[src/rtl/intpol2_d4_ctrl.sv]
// intpol2_d4_ctrl: FSM sequencer for the quadratic interpolation datapath.
// Loads a three-sample window (m0/m1/m2), then produces cfg_intpol output
// samples per window. It slides the window one sample at a time until
// cfg_n_samples inputs have been consumed. Only strobes are driven here.
// Build option: define INTPOL2_CTRL_BACKPRESSURE_EN to honour out_ready.
// Without it, every output is taken as accepted in its single OUT cycle.
module intpol2_d4_ctrl #(
  parameter int CNT_W = 16,
  parameter int L_W   = 8
) (
  input  logic             clk,
  input  logic             rstn,
  input  logic             start,
  input  logic [CNT_W-1:0] cfg_n_samples,
  input  logic [L_W-1:0]   cfg_intpol,
  input  logic             s_valid,
  output logic             s_ready,
  input  logic             out_ready,
  output logic             out_valid,
  output logic             busy,
  output logic             done,
  output logic             err,
  output logic             Ld_M0,
  output logic             Ld_M1,
  output logic             Ld_M2,
  output logic             en_stream,
  output logic             op_1,
  output logic             clear,
  output logic             en_sum,
  output logic [1:0]       sel_xi2,
  output logic             sel_mult,
  output logic             Ld_p1_xi,
  output logic             Ld_data
);

  typedef enum logic [3:0] {
    IDLE,
    LOAD0,
    LOAD1,
    LOAD2,
    COEF,
    MUL1,
    MUL2,
    OUT,
    STREAM,
    DONE
  } state_t;

  state_t           state;
  state_t           next_state;
  logic [CNT_W-1:0] n_cfg;
  logic [CNT_W-1:0] consumed;
  logic [L_W-1:0]   l_cfg;
  logic [L_W-1:0]   idx;
  logic             cfg_ok;
  logic             accept_start;
  logic             last_idx;
  logic             out_hs;
  logic             take_sample;

  assign cfg_ok       = (cfg_n_samples >= CNT_W'(3)) && (cfg_intpol != '0);
  assign accept_start = (state == IDLE) && start && cfg_ok;
  assign last_idx     = (idx == (l_cfg - L_W'(1)));
  assign take_sample  = Ld_M0 | Ld_M1 | Ld_M2 | en_stream;
  assign busy         = (state != IDLE);

`ifdef INTPOL2_CTRL_BACKPRESSURE_EN
  assign out_hs = out_ready;
`else
  logic unused_out_ready;
  assign unused_out_ready = out_ready;
  assign out_hs = 1'b1;
`endif

  // State register; an asynchronous reset abandons the run with no done pulse
  always_ff @(posedge clk or negedge rstn) begin
    if (!rstn) begin
      state <= IDLE;
    end else begin
      state <= next_state;
    end
  end

  // Latch the run configuration on an accepted start and keep the sticky error
  always_ff @(posedge clk or negedge rstn) begin
    if (!rstn) begin
      n_cfg <= '0;
      l_cfg <= '0;
      err   <= 1'b0;
    end else if ((state == IDLE) && start) begin
      if (cfg_ok) begin
        n_cfg <= cfg_n_samples;
        l_cfg <= cfg_intpol;
        err   <= 1'b0;
      end else begin
        err <= 1'b1;
      end
    end
  end

  // Count input samples consumed in this run (window loads plus stream shifts)
  always_ff @(posedge clk or negedge rstn) begin
    if (!rstn) begin
      consumed <= '0;
    end else if (accept_start) begin
      consumed <= '0;
    end else if (take_sample) begin
      consumed <= consumed + CNT_W'(1);
    end
  end

  // Sub-sample index within the current window, restarted with the coefficients
  always_ff @(posedge clk or negedge rstn) begin
    if (!rstn) begin
      idx <= '0;
    end else if (clear) begin
      idx <= '0;
    end else if (en_sum) begin
      idx <= idx + L_W'(1);
    end
  end

  // Next-state and strobe decode: Moore strobes per state, with the window
  // loads gated by s_valid and the accumulator step gated by the out handshake
  always_comb begin
    next_state = state;
    s_ready    = 1'b0;
    out_valid  = 1'b0;
    done       = 1'b0;
    Ld_M0      = 1'b0;
    Ld_M1      = 1'b0;
    Ld_M2      = 1'b0;
    en_stream  = 1'b0;
    op_1       = 1'b0;
    clear      = 1'b0;
    en_sum     = 1'b0;
    sel_xi2    = 2'b00;
    sel_mult   = 1'b0;
    Ld_p1_xi   = 1'b0;
    Ld_data    = 1'b0;
    case (state)
      IDLE: begin
        if (accept_start) begin
          next_state = LOAD0;
        end
      end
      LOAD0: begin
        s_ready = 1'b1;
        if (s_valid) begin
          Ld_M0      = 1'b1;
          next_state = LOAD1;
        end
      end
      LOAD1: begin
        s_ready = 1'b1;
        if (s_valid) begin
          Ld_M1      = 1'b1;
          next_state = LOAD2;
        end
      end
      LOAD2: begin
        s_ready = 1'b1;
        if (s_valid) begin
          Ld_M2      = 1'b1;
          next_state = COEF;
        end
      end
      COEF: begin
        op_1       = 1'b1;
        clear      = 1'b1;
        next_state = MUL1;
      end
      MUL1: begin
        Ld_p1_xi   = 1'b1;
        next_state = MUL2;
      end
      MUL2: begin
        sel_mult   = 1'b1;
        Ld_data    = 1'b1;
        next_state = OUT;
      end
      OUT: begin
        out_valid = 1'b1;
        if (out_hs) begin
          if (!last_idx) begin
            en_sum     = 1'b1;
            sel_xi2    = (idx == '0) ? 2'b01 : 2'b10;
            next_state = MUL1;
          end else if (consumed == n_cfg) begin
            next_state = DONE;
          end else begin
            next_state = STREAM;
          end
        end
      end
      STREAM: begin
        s_ready = 1'b1;
        if (s_valid) begin
          en_stream  = 1'b1;
          next_state = COEF;
        end
      end
      DONE: begin
        done       = 1'b1;
        next_state = IDLE;
      end
      default: begin
        next_state = IDLE;
      end
    endcase
  end

endmodule
[config.mk]
export PLATFORM = sky130hd
export DESIGN_NAME = intpol2_d4_ctrl
export DESIGN_NICKNAME = d
export VERILOG_FILES = /design/src/rtl/intpol2_d4_ctrl.sv
export SDC_FILE = /design/constraint.sdc
export NUM_CORES = 1
export LEC_CHECK = 0
export ABC_AREA = 1
export BUFFER_PORTS_ARGS = -buffer_cell sky130_fd_sc_hd__buf_2
export CAP_MARGIN = 20
export CORE_ASPECT_RATIO = 1.4
export CORE_MARGIN = 10
export CORE_UTILIZATION = 55
export CTS_CLUSTER_SIZE = 28
export DETAILED_ROUTE_END_ITERATION = 10
export GPL_TIMING_DRIVEN = 1
export PLACE_DENSITY = 0.77
export SLEW_MARGIN = 20
export SYNTH_ARGS = -nofsm -noshare
export SYNTH_HDL_FRONTEND = slang
export SYNTH_SLANG_ARGS = --single-unit
[constraint.sdc]
create_clock -name clk -period 2.8 [get_ports clk]
set_input_delay 0.56 -clock clk [delete_from_list [all_inputs] [get_ports clk]]
set_output_delay 0.56 -clock clk [all_outputs]
set_load 0.005 [all_outputs]
==> flow_summary_export.csv <==
group,metric,value,unit
status,status,"finished clean",
place,dp_hpwl,6150,µm
synthesis,synth_top_area_cell,"dfrtp_1",
worst_setup_path,worstSetupPathType,"reg2out",
synthesis,async_reset_ff_share,100,%
final_layout,fin_nets,541,
place,place.gp.congestion,0.905,
synthesis,synth_xor_area_share,6.35,%
worst_setup_path,path_buf_inv,2,
floorplanning,num_rows,33,
timing,worst_slew_pin_slew,453,ps
timing,setup_viol_count_final,0,
drt,drt-initial-drc-count,123,
timing,fmax,0.380,GHz
min_path,hp-class,"in2async",
synthesis,synth_compound_area_share,6.16,%
synthesis,ys_seq_elements,53,
clock_network,cts_buffers,5,
worst_setup_path,crit_family,"simple AND/OR/NAND/NOR gates",
timing,period_share,93.9,%
grt,grt_pass1_vias,2972,
clock_network,post_cts_buffers,0,
timing,finClkSkew,9.04,ps
power,power_density,836,mW/mm²
worst_setup_path,crit_fanout,13,
synthesis,synth_top_family_by_area,"simple AND/OR/NAND/NOR gates",
synthesis,synthMuxAreaShare,0,%
worst_setup_path,endpoint_kind,"output pin",
grt,grt_usage,16.5,%
worst_setup_path,slowest_stage,"dfrtp_1",
synthesis,syn_area_per_cell,7.09,µm²
clock_network,clockBufferDepth,2,
synthesis,synthAdderAreaFrac,1.51,%
drt,vias_per_cell,5.25,
floorplanning,io_pins,46,
clock_network,clock_sinks,53,
worst_setup_path,crit_arrival,2070,ps
grt,grt_max_degree,31,
synthesis,synth_common_cells,"nand2_1 (150), inv_1 (57), dfrtp_1 (53), nor2_1 (48), nand3_1 (31)",
timing,fin_tns_setup,0,ps
clock_network,tritoncts,"yes",
synthesis,syn_inst,467,
power,power,3.06,mW
worst_setup_path,critPathLaunch,"l_cfg[0]",
clock_network,root_buffer,"clkbuf_8",
synthesis,synth_ff_type,"dfrtp_1",
synthesis,synth_cell_types,30,
synthesis,synth-simple-area-share,36.3,%
worst_setup_path,reg2reg_from,"state[0]",
clock_network,insertion_delay,310,ps
synthesis,netlist_area,0.00331,mm²
floorplanning,die_area,0.00957,mm²
synthesis,yosysMostFrequentCell,"nand2_1",
timing,hold_viol,0,
drt,vias,3035,
synthesis,synth.top_cell.area_share,40.0,%
grt,grt_pass1_wl,13200,µm
synthesis,synth_edf_count,0,
floorplanning,die_y,112,µm
worst_setup_path,crit_required,2240,ps
synthesis,synth-seq-area-share,40.0,%
clock_network,clkTransAtPathRegs,90,ps
final_layout,diodes,0,
grt,antenna_found_initial,0,
timing,maxSlewHeadroom,69.7,%
worst_setup_path,cp_cell_sequence,"inv_2 -> ha_1 -> or2_2 -> nand3_1 -> nor2_1 -> nand2_1 -> nor2_4 -> nand2_4 -> nand2_4 -> nor2_1 -> buf_2",
timing,final_max_slew_viol_count,0,
grt,grt_overflow,0,
floorplanning,die_w,85.6,µm
timing,rsz0062_at_grt,"no",
place,io_buffer_count,44,
drt,wl,7740,µm
final_layout,drive_above_1_share,14.4,%
job,drv_cap,0,
power,p_leak,1.97,nW
floorplanning,start_util,56.5,%
floorplanning,core,0.00586,mm²
clock_network,htreeDepth,2,
timing,layout_min_cycle_time,2630,ps
synthesis,syn_nets,500,
worst_setup_path,cp-start-kind,"flop",
drt,wl_per_cell,13.4,µm
drt,firstDrtPassIters,4,
synthesis,yosysWarnings,0,
synthesis,yosys-top-cells-area,"dfrtp_1 (40%), nand2_1 (17%), inv_1 (6.5%), nor2_1 (5.4%), nand3_1 (4.7%)",
final_layout,area_growth,10.4,%
worst_setup_path,slowest_delay,390,ps
power,peakVddDrop,0.000510,V
drt,ant_nets,0,
drt,drcViolationCount,0,
[per-layer routing]
| metal | global-route usage [%] | wire length, µm | vias up | part of all wire [%] |
|---|---|---|---|---|
| met2 | 31.7 | 4400 | 57 | 57 |
| met4 | 6.94 | 169 | 0 | 2.2 |
| li1 | - | - | 1549 | - |
| met1 | 16.4 | 2930 | 1416 | 38 |
| met5 | 0 | 0 | - | 0 |
| met3 | 2.92 | 239 | 13 | 3.1 |
[final timing paths]
| kind | end | slack [ps] | cells after the start |
|---|---|---|---|
| setup / recovery | sel_xi2[0] | 170 | 11 |
| hold / removal | idx[0] | 160 | 1 |
| setup reg to reg | l_cfg[0] | 740 | 7 |
| max in group asynchronous | consumed[7] | 2030 | 2 |
| min in group clk | n_cfg[8] | 460 | 3 |
| hold reg to reg | err | 510 | 1 |
[flip-flops by register name, summed over array words and instances (netlist names)]
| name | flops |
|---|---|
| consumed | 16 |
| err | 1 |
| idx | 8 |
| l_cfg | 8 |
| n_cfg | 16 |
| state | 4 |
[layout by cell type (no fill, tap or decap), drive strengths merged]
cell type  instances
xor2              13
a21oi              7
nor2              53
xnor2             11
o21a               1
nor3              11
o22ai              1
bufinv             1
a31o               1
inv               59
o21ai             27
nand2            154
nor4               6
a21boi             1
nand4             16
buf               48
clkbuf             5
or2                3
ha                 4
nand3             32
clkinv             1
dfrtp             53
[stage by stage]
stage	hold slack (ps)	cells	setup slack, ps	util [%]	instance area [µm²]
finish	159	578	170	62.3	3650
global route	167	578	12.2	62.3	3650
CTS	162	578	110	62.3	3650
detailed placement	483	571	460	60.6	3550
global placement	471	571	467	60.6	3550
floorplan	264	467	593	-	3310
[layout make-up]
cell class,count,area (µm²)
sequential,53,1330
multi-input combinational,341,1670
clock buffer,5,68.8
timing repair buffer,48,250
tap,70,87.6
inverter,59,221
fill,542,2210
clock inverter,2,35.0
[power breakdown]
part / internal [mW] / switching [mW] / total, mW
Clock: 0.260 / 0.247 / 0.507
Sequential: 1.01 / 0.244 / 1.25
Combinational: 0.500 / 0.798 / 1.30
Total: 1.77 / 1.29 / 3.06
[timing repair]
action	4_1_cts	5_1_grt
gates resized for setup	0	1
endpoints found under the setup margin	0	3
hold buffers	0	0
[cells by family (layout without fill, tap and decap cells)]
logic type                 count (synthesis)  after routing
xor gates and xnor gates                  24             24
adders and majority gates                  4              4
and+or+nand+nor                          275            275
DFF                                       53             53
AOI/OAI and AO/OA                         38             38
buffers and inverters                     73            114
No activity file was read; power rests on OpenSTA's default activity.
